**src/rtl/ntt_pkg.sv**
```systemverilog
// ntt_pkg
//   Shared definitions for the coefficient reorder path: default coefficient
//   width, frame length and index width, the controller state encoding, and
//   the bit-reversed index function.
package ntt_pkg;

    localparam int NTT_W     = 9;
    localparam int NTT_D     = 8;
    localparam int NTT_LOG_D = 3;

    typedef enum logic {
        ST_LOAD  = 1'b0,
        ST_DRAIN = 1'b1
    } state_e;

    // Reverses the low nbits of idx; upper bits of the result are zero.
    function automatic int unsigned bitrev(input int unsigned idx, input int unsigned nbits);
        int unsigned res;
        res = 0;
        for (int unsigned i = 0; i < nbits; i++) begin
            res = (res << 1) | ((idx >> i) & 32'd1);
        end
        return res;
    endfunction

endpackage

```
**src/rtl/coef_regfile.sv**
```systemverilog
// coef_regfile
//   D x W coefficient storage with one synchronous write port and one
//   combinational read port. Contents are not reset.
//   i_clk   : clock
//   i_we    : write enable
//   i_waddr : write slot
//   i_wdata : write coefficient
//   i_raddr : read slot
//   o_rdata : coefficient at i_raddr
module coef_regfile
    import ntt_pkg::*;
#(
    parameter int W     = NTT_W,
    parameter int D     = NTT_D,
    parameter int LOG_D = NTT_LOG_D
) (
    input  logic             i_clk,
    input  logic             i_we,
    input  logic [LOG_D-1:0] i_waddr,
    input  logic [W-1:0]     i_wdata,
    input  logic [LOG_D-1:0] i_raddr,
    output logic [W-1:0]     o_rdata
);

    logic [W-1:0] r_mem [D];

    always_ff @(posedge i_clk) begin
        if (i_we) begin
            r_mem[i_waddr] <= i_wdata;
        end
    end

    assign o_rdata = r_mem[i_raddr];

endmodule

```
**src/rtl/bitrev_reorder_ctrl.sv**
```systemverilog
// bitrev_reorder_ctrl
//   Collects a frame of D coefficients in natural order, then replays it in
//   bit-reversed index order. Loading and draining alternate strictly.
//   clk        : clock, rising edge
//   rst        : synchronous active-high reset (discards any partial frame)
//   in_valid   : input coefficient present
//   in_ready   : high while loading
//   in_data    : input coefficient, natural order
//   out_valid  : high while draining
//   out_ready  : downstream accepts output
//   out_data   : output coefficient, bit-reversed order
//   out_last   : final coefficient of the frame
//   busy       : high unless idle in LOAD with nothing collected
//   frame_done : one-cycle pulse after the final output transfer
module bitrev_reorder_ctrl
    import ntt_pkg::*;
#(
    parameter int W     = NTT_W,
    parameter int D     = NTT_D,
    parameter int LOG_D = NTT_LOG_D
) (
    input  logic         clk,
    input  logic         rst,
    input  logic         in_valid,
    output logic         in_ready,
    input  logic [W-1:0] in_data,
    output logic         out_valid,
    input  logic         out_ready,
    output logic [W-1:0] out_data,
    output logic         out_last,
    output logic         busy,
    output logic         frame_done
);

    localparam logic [LOG_D-1:0] LAST_IDX = LOG_D'(D - 1);

    state_e           r_state;
    state_e           w_state_nxt;
    logic [LOG_D-1:0] r_wr_cnt;
    logic [LOG_D-1:0] r_rd_cnt;
    logic [LOG_D-1:0] w_rd_addr;
    logic             r_frame_done;
    logic             w_in_xfer;
    logic             w_out_xfer;
    logic             w_wr_last;
    logic             w_rd_last;

    assign w_in_xfer  = in_valid && in_ready;
    assign w_out_xfer = out_valid && out_ready;
    assign w_wr_last  = (r_wr_cnt == LAST_IDX);
    assign w_rd_last  = (r_rd_cnt == LAST_IDX);
    assign w_rd_addr  = LOG_D'(bitrev(32'(r_rd_cnt), LOG_D));

    // State register and counters
    always_ff @(posedge clk) begin
        if (rst) begin
            r_state      <= ST_LOAD;
            r_wr_cnt     <= '0;
            r_rd_cnt     <= '0;
            r_frame_done <= 1'b0;
        end else begin
            r_state      <= w_state_nxt;
            r_frame_done <= w_out_xfer && w_rd_last;
            if (w_in_xfer) begin
                r_wr_cnt <= w_wr_last ? '0 : r_wr_cnt + 1'b1;
            end
            if (w_out_xfer) begin
                r_rd_cnt <= w_rd_last ? '0 : r_rd_cnt + 1'b1;
            end
        end
    end

    // Next-state logic
    always_comb begin
        w_state_nxt = r_state;
        case (r_state)
            ST_LOAD:  if (w_in_xfer && w_wr_last)  w_state_nxt = ST_DRAIN;
            ST_DRAIN: if (w_out_xfer && w_rd_last) w_state_nxt = ST_LOAD;
            default:  w_state_nxt = ST_LOAD;
        endcase
    end

    // Outputs depend only on state and counters, so data and last stay
    // stable across output stalls.
    always_comb begin
        in_ready  = (r_state == ST_LOAD);
        out_valid = (r_state == ST_DRAIN);
        out_last  = (r_state == ST_DRAIN) && w_rd_last;
        busy      = !((r_state == ST_LOAD) && (r_wr_cnt == '0));
    end

    assign frame_done = r_frame_done;

    // Writes only happen on input transfers, which cannot occur in DRAIN.
    coef_regfile #(
        .W     (W),
        .D     (D),
        .LOG_D (LOG_D)
    ) u_regfile (
        .i_clk   (clk),
        .i_we    (w_in_xfer),
        .i_waddr (r_wr_cnt),
        .i_wdata (in_data),
        .i_raddr (w_rd_addr),
        .o_rdata (out_data)
    );

endmodule

```
**config.mk**
```make
export PLATFORM = sky130hd
export DESIGN_NAME = bitrev_reorder_ctrl
export DESIGN_NICKNAME = d
export VERILOG_FILES = /design/src/rtl/ntt_pkg.sv /design/src/rtl/coef_regfile.sv /design/src/rtl/bitrev_reorder_ctrl.sv
export SDC_FILE = /design/constraint.sdc
export NUM_CORES = 1
export LEC_CHECK = 0
export ABC_AREA = 1
export CAP_MARGIN = 20
export CORE_MARGIN = 10
export CORE_UTILIZATION = 52
export DETAILED_ROUTE_END_ITERATION = 10
export PLACE_DENSITY_LB_ADDON = 0.2
export SETUP_SLACK_MARGIN = 0.3
export SLEW_MARGIN = 20
export SYNTH_ARGS = -nofsm -noshare
export SYNTH_HDL_FRONTEND = slang
export SYNTH_SLANG_ARGS = --single-unit
```
**constraint.sdc**
```tcl
create_clock -name clk -period 1.4 [get_ports clk]
set_input_delay 0.28 -clock clk [delete_from_list [all_inputs] [get_ports clk]]
set_output_delay 0.28 -clock clk [all_outputs]
set_load 0.05 [all_outputs]
```
; Yosys cells after proc, flatten, opt, wreduce, memory -nomap -nowiden
; Memories as Yosys holds them, arrays and structs flattened.
; Index checks and enable logic that the tools add are counted.
[word_totals]
wordCells = 27
register_bits = 8
n_memories = 1
mem_bits_rw = 72
output_inout_bits = 14
in_bits = 13
[op_classes]
eq_ne = 2
n_mux = 7
bitwise = 3
add_sub_neg = 2
n_reduce_logical = 8
[mem_list]
columns = memory, depth, width, rd, rd_clocked_by_memory_dff, wr, line
row1 = u_regfile.r_mem, 8, 9, 1, 0, 1, coef_regfile.sv:25  ; logic [W-1:0] r_mem [D];
[ops]
columns = op, count
row1 = adder 3 x 1 -> 3 bit (second input constant), 2
row2 = equality test 3 bit (second input constant), 2
row3 = logical AND 1 bit, 6
row4 = 2-to-1 mux 3 bit, 2
row5 = 2-to-1 mux 1 bit, 4
row6 = logical NOT 3 bit, 1
row7 = bitwise OR 3 x 1 -> 3 bit, 1
row8 = bitwise OR 2 x 1 -> 2 bit, 1
row9 = case mux 1 bit (2 select lines), 1
row10 = logical NOT 1 bit, 1
row11 = NOT 1 bit, 1

; Longest topological paths before layout
; Gate-level depths: netlist of run 1.
[depth]
ltp_word = 5
ltp_mapped = 8
mapped_depth_nobuf = 6

; Modules after synthesis
; A second synthesis of run 1 with hierarchy kept.
[unflattened]
hier_cells = 383
area_unflattened_um2 = 3641.0
[modules_own_cells]
columns = mod, seq_area_each_um2, n_inst, cells_each, area_per_inst_um2
row1 = coef_regfile, 2162.1, 1, 328, 3228.1
row2 = bitrev_reorder_ctrl, 160.2, 1, 55, 412.9

; Worst setup path before layout of run 1
; No wires, ideal clock.
[synth_path]
kind = reg2out
from = register r_state, in the netlist out_valid
to = output busy
n_path_buf = 0
path_slack_ps = -467
t_required_ps = 1120
t_arrival_ps = 1587
stages_incl_launch_ff = 3
path_cell_list = dfxtp_1 -> inv_1 -> nand3_1
[synth_between]
elab_chain_len = 3
[synth_lines]
columns = element, line
row1 = "start, declared", bitrev_reorder_ctrl.sv:37  ; state_e r_state;
row2 = "start signal, assigned", bitrev_reorder_ctrl.sv:62  ; r_state <= w_state_nxt;
row3 = NOT 1 bit, n/a
row4 = via in_ready, bitrev_reorder_ctrl.sv:25  ; output logic in_ready,
row5 = logical AND 1 bit, bitrev_reorder_ctrl.sv:89  ; busy = !((r_state == ST_LOAD) && (r_wr_cnt == '0));
row6 = logical NOT 1 bit, bitrev_reorder_ctrl.sv:89
row7 = "end, declared", bitrev_reorder_ctrl.sv:31  ; output logic busy,
; The timed path passes the listed nets, and every way through them passes these cells.

; Worst setup path in the final report of run 1
[layout_path]
from = register r_rd_cnt[2]
to = output out_data[3]
[layout_between]
elab_chain_len = 2
[layout_lines]
columns = element, line
row1 = "start, declared", bitrev_reorder_ctrl.sv:40  ; logic [LOG_D-1:0] r_rd_cnt;
row2 = "start signal, assigned", bitrev_reorder_ctrl.sv:68  ; r_rd_cnt <= w_rd_last ? '0 : r_rd_cnt + 1'b1;
row3 = bitwise OR 3 x 1 -> 3 bit, ntt_pkg.sv:21  ; res = (res << 1) | ((idx >> i) & 32'd1);
row4 = memory read (8 x 9 bit), n/a
row5 = "end, declared", bitrev_reorder_ctrl.sv:29  ; output logic [W-1:0] out_data,
; Every way passes these cells.

==> metrics.md, run 1 <==
| Metric | Value |
|---|---|
| Arr. time, crit path | 1.51 ns |
| Cell count of the worst reg-to-reg path | 5 |
| Core Rows | 30 |
| Placed wire-length estimate | 5590 µm |
| Via count | 2591 |
| Fraction of final layout cells sized beyond drive strength 1 | 34.5% |
| Share of synthesized area occupied by flip-flops and latches | 64.1% |
| Total wire length | 8810 µm |
| EDFF count, synth | 72 |
| Slowest stage cell on the critical path | sky130_fd_sc_hd__dfxtp_4 |
| Share of total power in sequential cells | 57.5% |
| Filler Cells Inserted | 464 |
| Unrepaired setup endpoints after global routing | true |
| Floorplan die width | 103 µm |
| Achievable clock frequency | 557 MHz |
| Net total in the final layout | 445 |
| Antenna diode count | 0 |
| Crit-path cells | buf_12 -> nand2_1 -> nand3_1 -> nand2_1 -> nand2_2 -> nand2_4 -> buf_12 |
| Share of synthesized flip-flops with an asynchronous set or reset | 0% |
| GR Overflow Total | 0 |
| Standby leakage power | 2.08 nW |
| Largest net degree at the start of global routing | 38 |
| FF/Latch Area | 0.00234 mm² |
| Worst slew margin relative to its limit | 69.1% |
| Delay of the slowest cell on the worst path | 0.46 ns |
| Clock network latency to the later pin of the worst-skew pair | 0.34 ns |
| TritonCTS sink count | 80 |
| Most common library cell in the layout ignoring fill and taps | sky130_fd_sc_hd__nand2_1 |
| Cell area after synthesis | 0.00362 mm² |
| Classification of the worst setup path | reg2out |
| Number of global-route vias before repair | 2526 |
| Avg WL per Cell | 16.7 µm |
| Total Die Area | 0.0107 mm² |
| Number of instances in the synthesized netlist | 374 |
| Wire length of the first global-routing pass | 13300 µm |
| Drt pass-1 iters | 4 |
| Relative area change from synthesis to final layout | 36.8% |
| WP buf/inv | 2 |
| Result of the run | finished with violations |
| Count of port buffers added during placement | 26 |
| Measured slew at the worst slew-check pin | 0.462 ns |
| Worst vdd ir | 0.787 mV |
| Yosys Warn Count | 0 |
| Post-synthesis sequential element count | 80 |
| Sw Ratio | 23.4% |
| Failing checks | negative setup slack |
| Ratio of final minimum period to clock period | 128% |
| Number of antenna violations at the first check in global routing | 0 |
| Fin crit period | 1.79 ns |
| TritonCTS clock tree | yes |
| Max-capacitance violation count | 0 |
| Number of design-rule violations left by the first detailed-router iteration | 149 |
| Post-CTS Hold Fix Bufs | 0 |
| Areal power density over the cells | 939 mW/mm² |
| Core area | 0.00679 mm² |
| Kind of cell with the highest combined delay on the critical path | flip-flops |
| CP Max Fanout | 19 |
| GRT Overall Usage | 17.3% |
| Unique cell type count in the Yosys netlist | 21 |
| Startpoint types | register |
| Power consumption | 4.65 mW |
| Gpl congestion | 0.837 |
| Maximum buffer depth of the clock tree | 2 |
| Cell-internal power | 3.57 mW |
| Hold Path Class | in2reg |
| Total area of multi-input combinational cells | 0.00138 mm² |
| Worst EP required | 1.12 ns |
| Fraction of power consumed by the clock network | 30.4% |
| Number of max-slew violations in the final report | 0 |
| Most used flip-flop cell after synthesis | sky130_fd_sc_hd__edfxtp_1 |
| Effective utilization at floorplan | 53.4% |
| Clock transition time at the flip-flop clock pins of the worst setup and hold paths | 0.08 ns |
| Remaining routing DRC violations | 0 |
| Overall die height | 103 µm |
| Net count after synthesis | 392 |
| Highest-count cells in the layout ignoring fill and taps | sky130_fd_sc_hd__nand2_1 (88), sky130_fd_sc_hd__inv_1 (74), sky130_fd_sc_hd__edfxtp_1 (72) |
| Total I/O pin count | 27 |
| Number of CTS-inserted buffers | 9 |
| Setup slack after layout | -0.394 ns |
| Final-report setup violation count | 13 |
| Kind of capture point of the worst setup path | primary output |
| Max Clock Skew | 0.0153 ns |
| Depth of the critical timing path with buffers and inverters included | 7 |
| Via/cell ratio | 4.91 |
| Avg Cell Area, Syn | 9.69 µm² |
| H-tree lvl count | 3 |
| Gate power share | 12.1% |
| Hold violation total from the final report | 0 |
| Worst hold path stage count | 3 |
| Clock root cell | sky130_fd_sc_hd__clkbuf_8 |
| Remaining antenna violation count | 0 |
| Post-placement setup slack | -0.428 ns |
| Reported net switching power | 1.09 mW |
flip-flops by register name, summed over array words and instances (netlist names):
signal           cells
frame_done           1
r_rd_cnt             3
out_valid            1
u_regfile.r_mem     72
r_wr_cnt             3
final timing paths:
kind	startpoint	to	slack, ns
setup / recovery	r_rd_cnt[2]$_SDFFE_PP0N_	out_data[3]	-0.39
hold / removal	in_valid	r_wr_cnt[2]$_SDFFE_PP0P_	0.46
setup reg to reg	out_valid$_SDFF_PP0_	u_regfile.r_mem[5][4]$_DFFE_PP_	0.08
hold reg to reg	r_wr_cnt[0]$_SDFFE_PP0P_	r_wr_cnt[0]$_SDFFE_PP0P_	0.55
synth_stat cells, types with 2 or more instances:
master                     number  area share, %
sky130_fd_sc_hd__nand2_1      123             13
sky130_fd_sc_hd__dfxtp_1        8            4.4
sky130_fd_sc_hd__buf_6          3           0.93
sky130_fd_sc_hd__buf_2          2           0.28
sky130_fd_sc_hd__buf_4          5            1.0
sky130_fd_sc_hd__nand3_1       39            5.4
sky130_fd_sc_hd__nand2_2       10            1.7
sky130_fd_sc_hd__ha_1           5            1.7
sky130_fd_sc_hd__inv_1         80            8.3
sky130_fd_sc_hd__nor2_1        13            1.3
sky130_fd_sc_hd__a21oi_1        5           0.69
sky130_fd_sc_hd__edfxtp_1      72             60
cell type report:
cell class	instances	share of cell area (%)
Multi-Input combinational cell	207	27.9
Clock inverter	1	0.101
Tap cell	96	2.42
Sequential cell	80	47.2
Inverter	83	6.81
Timing Repair Buffer	46	12.4
Clock buffer	15	3.15
power by group through the flow:
stage / Sequential [mW] / Combinational, mW / Clock, mW
global placement: 2.73 / 0.466 / 0
finish: 2.68 / 0.562 / 1.42
CTS: 2.68 / 0.539 / 1.44
global route: 2.68 / 0.597 / 1.55
detailed placement: 2.73 / 0.472 / 0
floorplan: 2.72 / 0.249 / 0
timing repair:
| item | in CTS | in global routing |
|---|---|---|
| buffers inserted | 5 | 4 |
| endpoints found under the setup margin | 94 | 94 |
| pin swaps | 22 | 13 |
| gates resized for setup | 57 | 27 |
| cloned | 9 | 0 |
per-layer routing:
layer | track usage [%] | up-vias | wire length [µm]
met5 | 0 | - | 0
met2 | 27.3 | 84 | 4310
met3 | 2.99 | 17 | 560
met4 | 8.56 | 0 | 195
li1 | - | 1283 | -
met1 | 22.5 | 1207 | 3740
worst register-to-register path: cells and delay by family, from the launching register on:
| family | cells | cell delay [ns] |
|---|---|---|
| flip-flops | 1 | 0.35 |
| buffers and inverters | 2 | 0.24 |
| AND/OR/NAND/NOR | 3 | 0.41 |
stage by stage:
stage / hold slack (ns) / utilization, % / setup TNS, ns / cells / area, µm²
global placement: 0.504 / 63.6 / -28.91 / 494 / 4320
CTS: 0.468 / 70.8 / -3.91 / 524 / 4810
detailed placement: 0.508 / 63.6 / -30.58 / 494 / 4320
finish: 0.462 / 73.0 / -3.86 / 528 / 4960
global route: 0.474 / 73.0 / -4.67 / 528 / 4960
floorplan: 0.379 / - / 0 / 374 / 3820
cells by family (layout without fill, tap and decap cells):
group	count (synthesis)	in the layout	synth area share, %
buf+inv	95	145	11.5
simple gates	186	194	21.3
compound gates	8	8	1.38
fa+ha+maj	5	5	1.73
flops	80	80	64.1
Note: power is estimated with default switching activity, not from simulation.
==> run 2: changes to the inputs <==
CORE_UTILIZATION = 30   (was 52)
==> run 2 against run 1 <==
The run still ends with negative setup slack left. Critical path depth up 1. Maximum frequency about the same. Combinational power up 6.9%. Design area up 13%. Global-route usage down 5.6 points. Worst hold slack better by 0.0087 ns. Register-to-register slack worse by 0.19 ns. Count of clock-buffer cells in the layout down 6. Sequential share of layout area down 5.4 points. Clock power up 59%.
==> metrics.md, run 2 (synthesis gave the netlist of run 1 again) <==
| Metric | Value |
|---|---|
| Effective utilization at floorplan | 30.4% |
| Cell area after placement | 0.00443 mm² |
| Arr. time, crit path | 1.51 ns |
| Total wire length | 9330 µm |
| Maximum buffer depth of the clock tree | 2 |
| Failing checks | negative setup slack |
| Overall die height | 130 µm |
| Number of antenna violations at the first check in global routing | 0 |
| Final non-filler cell area | 0.00559 mm² |
| Drt pass-1 iters | 4 |
| Number of CTS-inserted buffers | 9 |
| Most common library cell in the layout ignoring fill and taps | sky130_fd_sc_hd__inv_1 |
| Count of port buffers added during placement | 26 |
| Measured slew at the worst slew-check pin | 0.491 ns |
| Floorplan die width | 130 µm |
| Net total in the final layout | 464 |
| Relative area change from synthesis to final layout | 54.3% |
| Busiest metal layer after global routing | met2 |
| H-tree lvl count | 3 |
| Kind of capture point of the worst setup path | primary output |
| Unrepaired setup endpoints after global routing | true |
| GR Overflow Total | 0 |
| Fraction of met1 tracks used by global routing | 14.0% |
| Worst vdd ir | 0.544 mV |
| Number of flip-flops in the largest register | 72 |
| Core Rows | 40 |
| Final-report setup violation count | 47 |
| TritonCTS sink count | 80 |
| Reg with most FFs | u_regfile.r_mem |
| TritonCTS clock tree | yes |
| Largest net degree at the start of global routing | 20 |
| Clock root cell | sky130_fd_sc_hd__clkbuf_16 |
| Standby leakage power | 2.36 nW |
| Fraction of final layout cells sized beyond drive strength 1 | 43.8% |
| Result of the run | finished with violations |
| Wire length of the first global-routing pass | 14900 µm |
| Met3 track utilization from global routing | 2.76% |
| Highest-count cells in the layout ignoring fill and taps | sky130_fd_sc_hd__inv_1 (74), sky130_fd_sc_hd__edfxtp_1 (72), sky130_fd_sc_hd__nand2_1 (67) |
| Gpl congestion | 0.811 |
| Ratio of final minimum period to clock period | 128% |
| Final sum of negative setup slack | -5.62 ns |
| Number of global-route vias before repair | 2840 |
| Post-route worst hold slack | 0.471 ns |
| Remaining routing DRC violations | 0 |
| GRT Overall Usage | 11.7% |
| CP Max Fanout | 4 |
| Areal power density over the cells | 990 mW/mm² |
| Clock network latency to the later pin of the worst-skew pair | 0.33 ns |
| Achievable clock frequency | 558 MHz |
| Number of standard cells in the layout, taps in and fillers out | 597 |
| Classification of the worst setup path | reg2out |
| Post-CTS Hold Fix Bufs | 0 |
| Total I/O pin count | 27 |
| Startpoint types | register |
| Core area | 0.0119 mm² |
| Placed insts | 549 |
| Avg WL per Cell | 15.6 µm |
| Hold violation total from the final report | 0 |
| Max Clock Skew | 0.00525 ns |
| Fin crit period | 1.79 ns |
| Max-capacitance violation count | 0 |
| Worst slew margin relative to its limit | 67.2% |
| Clock transition time at the flip-flop clock pins of the worst setup and hold paths | 0.06 ns |
| Worst EP required | 1.12 ns |
| Final Util | 47.0% |
| Filler Cells Inserted | 1100 |
| Number of design-rule violations left by the first detailed-router iteration | 110 |
| Placed wire-length estimate | 5930 µm |
| Setup slack after layout | -0.393 ns |
| Total Die Area | 0.0169 mm² |
| Number of max-slew violations in the final report | 0 |
| Via count | 2634 |
| Via/cell ratio | 4.41 |
| Antenna diode count | 0 |
| Global-route track usage on met2 | 20.0% |
| Biggest registers after layout | u_regfile.r_mem x72, r_rd_cnt x3, r_wr_cnt x3 |
| Remaining antenna violation count | 0 |
| Hold Path Class | in2reg |
run 2: changes by cell type in the layout (fill, tap and decap cells not counted), sizes merged:
cell	change
buf	+19
bufinv	+1
clkbuf	-1
clkinv	+4
nor2	-5
run 2: report_power, final:
group | internal [mW] | leakage, nW | switching (mW)
Clock | 1.36 | 0.143 | 0.895
Sequential | 2.66 | 0.723 | 0.0206
Combinational | 0.274 | 1.49 | 0.327
run 2: metrics by stage:
step | power [mW] | setup slack, ns
after floorplan | 2.97 | 0.0726
after global placement | 3.19 | -0.392
after detailed placement | 3.19 | -0.418
after CTS | 5.56 | -0.403
after global routing | 5.75 | -0.457
final | 5.54 | -0.393
run 2: worst max-delay path, stage by stage, from the launching register on:
cell	delay, ns
sky130_fd_sc_hd__dfxtp_4	0.38
sky130_fd_sc_hd__buf_12	0.15
sky130_fd_sc_hd__clkbuf_16	0.16
sky130_fd_sc_hd__nand2_2	0.07
sky130_fd_sc_hd__nand3_2	0.08
sky130_fd_sc_hd__nand2_2	0.08
sky130_fd_sc_hd__nand2_2	0.06
sky130_fd_sc_hd__nand2_4	0.07
sky130_fd_sc_hd__buf_12	0.13
run 2: final cells by class:
class	count	area, µm²	area share, %
flip-flops and latches	80	2340	41.9
multi-input cells	202	1370	24.5
repair buffers	70	1070	19.2
inverters	83	335	6.00
clock buffers	9	225	4.03
well taps	147	184	3.29
clock inverters	6	61.3	1.10
run 2: timing repair:
action,4_1_cts,5_1_grt
pin swaps,27,31
setup endpoints to repair,94,94
resized for setup,64,60
buffers inserted,19,3
cloned,9,2
hold endpoints to repair,0,0
run 2: final timing paths:
path	from	to	slack, ns	depth (start not counted)
setup / recovery	r_rd_cnt[2]$_SDFFE_PP0N_	out_data[3]	-0.39	8
hold / removal	in_valid	r_wr_cnt[2]$_SDFFE_PP0P_	0.47	3
setup reg to reg	out_valid$_SDFF_PP0_	u_regfile.r_mem[5][7]$_DFFE_PP_	-0.11	7
hold reg to reg	r_wr_cnt[1]$_SDFFE_PP0P_	r_wr_cnt[1]$_SDFFE_PP0P_	0.53	2
run 2: routing by layer:
| metal | up-vias | share of wire (%) | wire, µm |
|---|---|---|---|
| met5 | - | 0 | 0 |
| met4 | 0 | 1.8 | 167 |
| met3 | 12 | 3.9 | 363 |
| met2 | 44 | 51 | 4800 |
| met1 | 1258 | 43 | 4010 |
| li1 | 1320 | - | - |
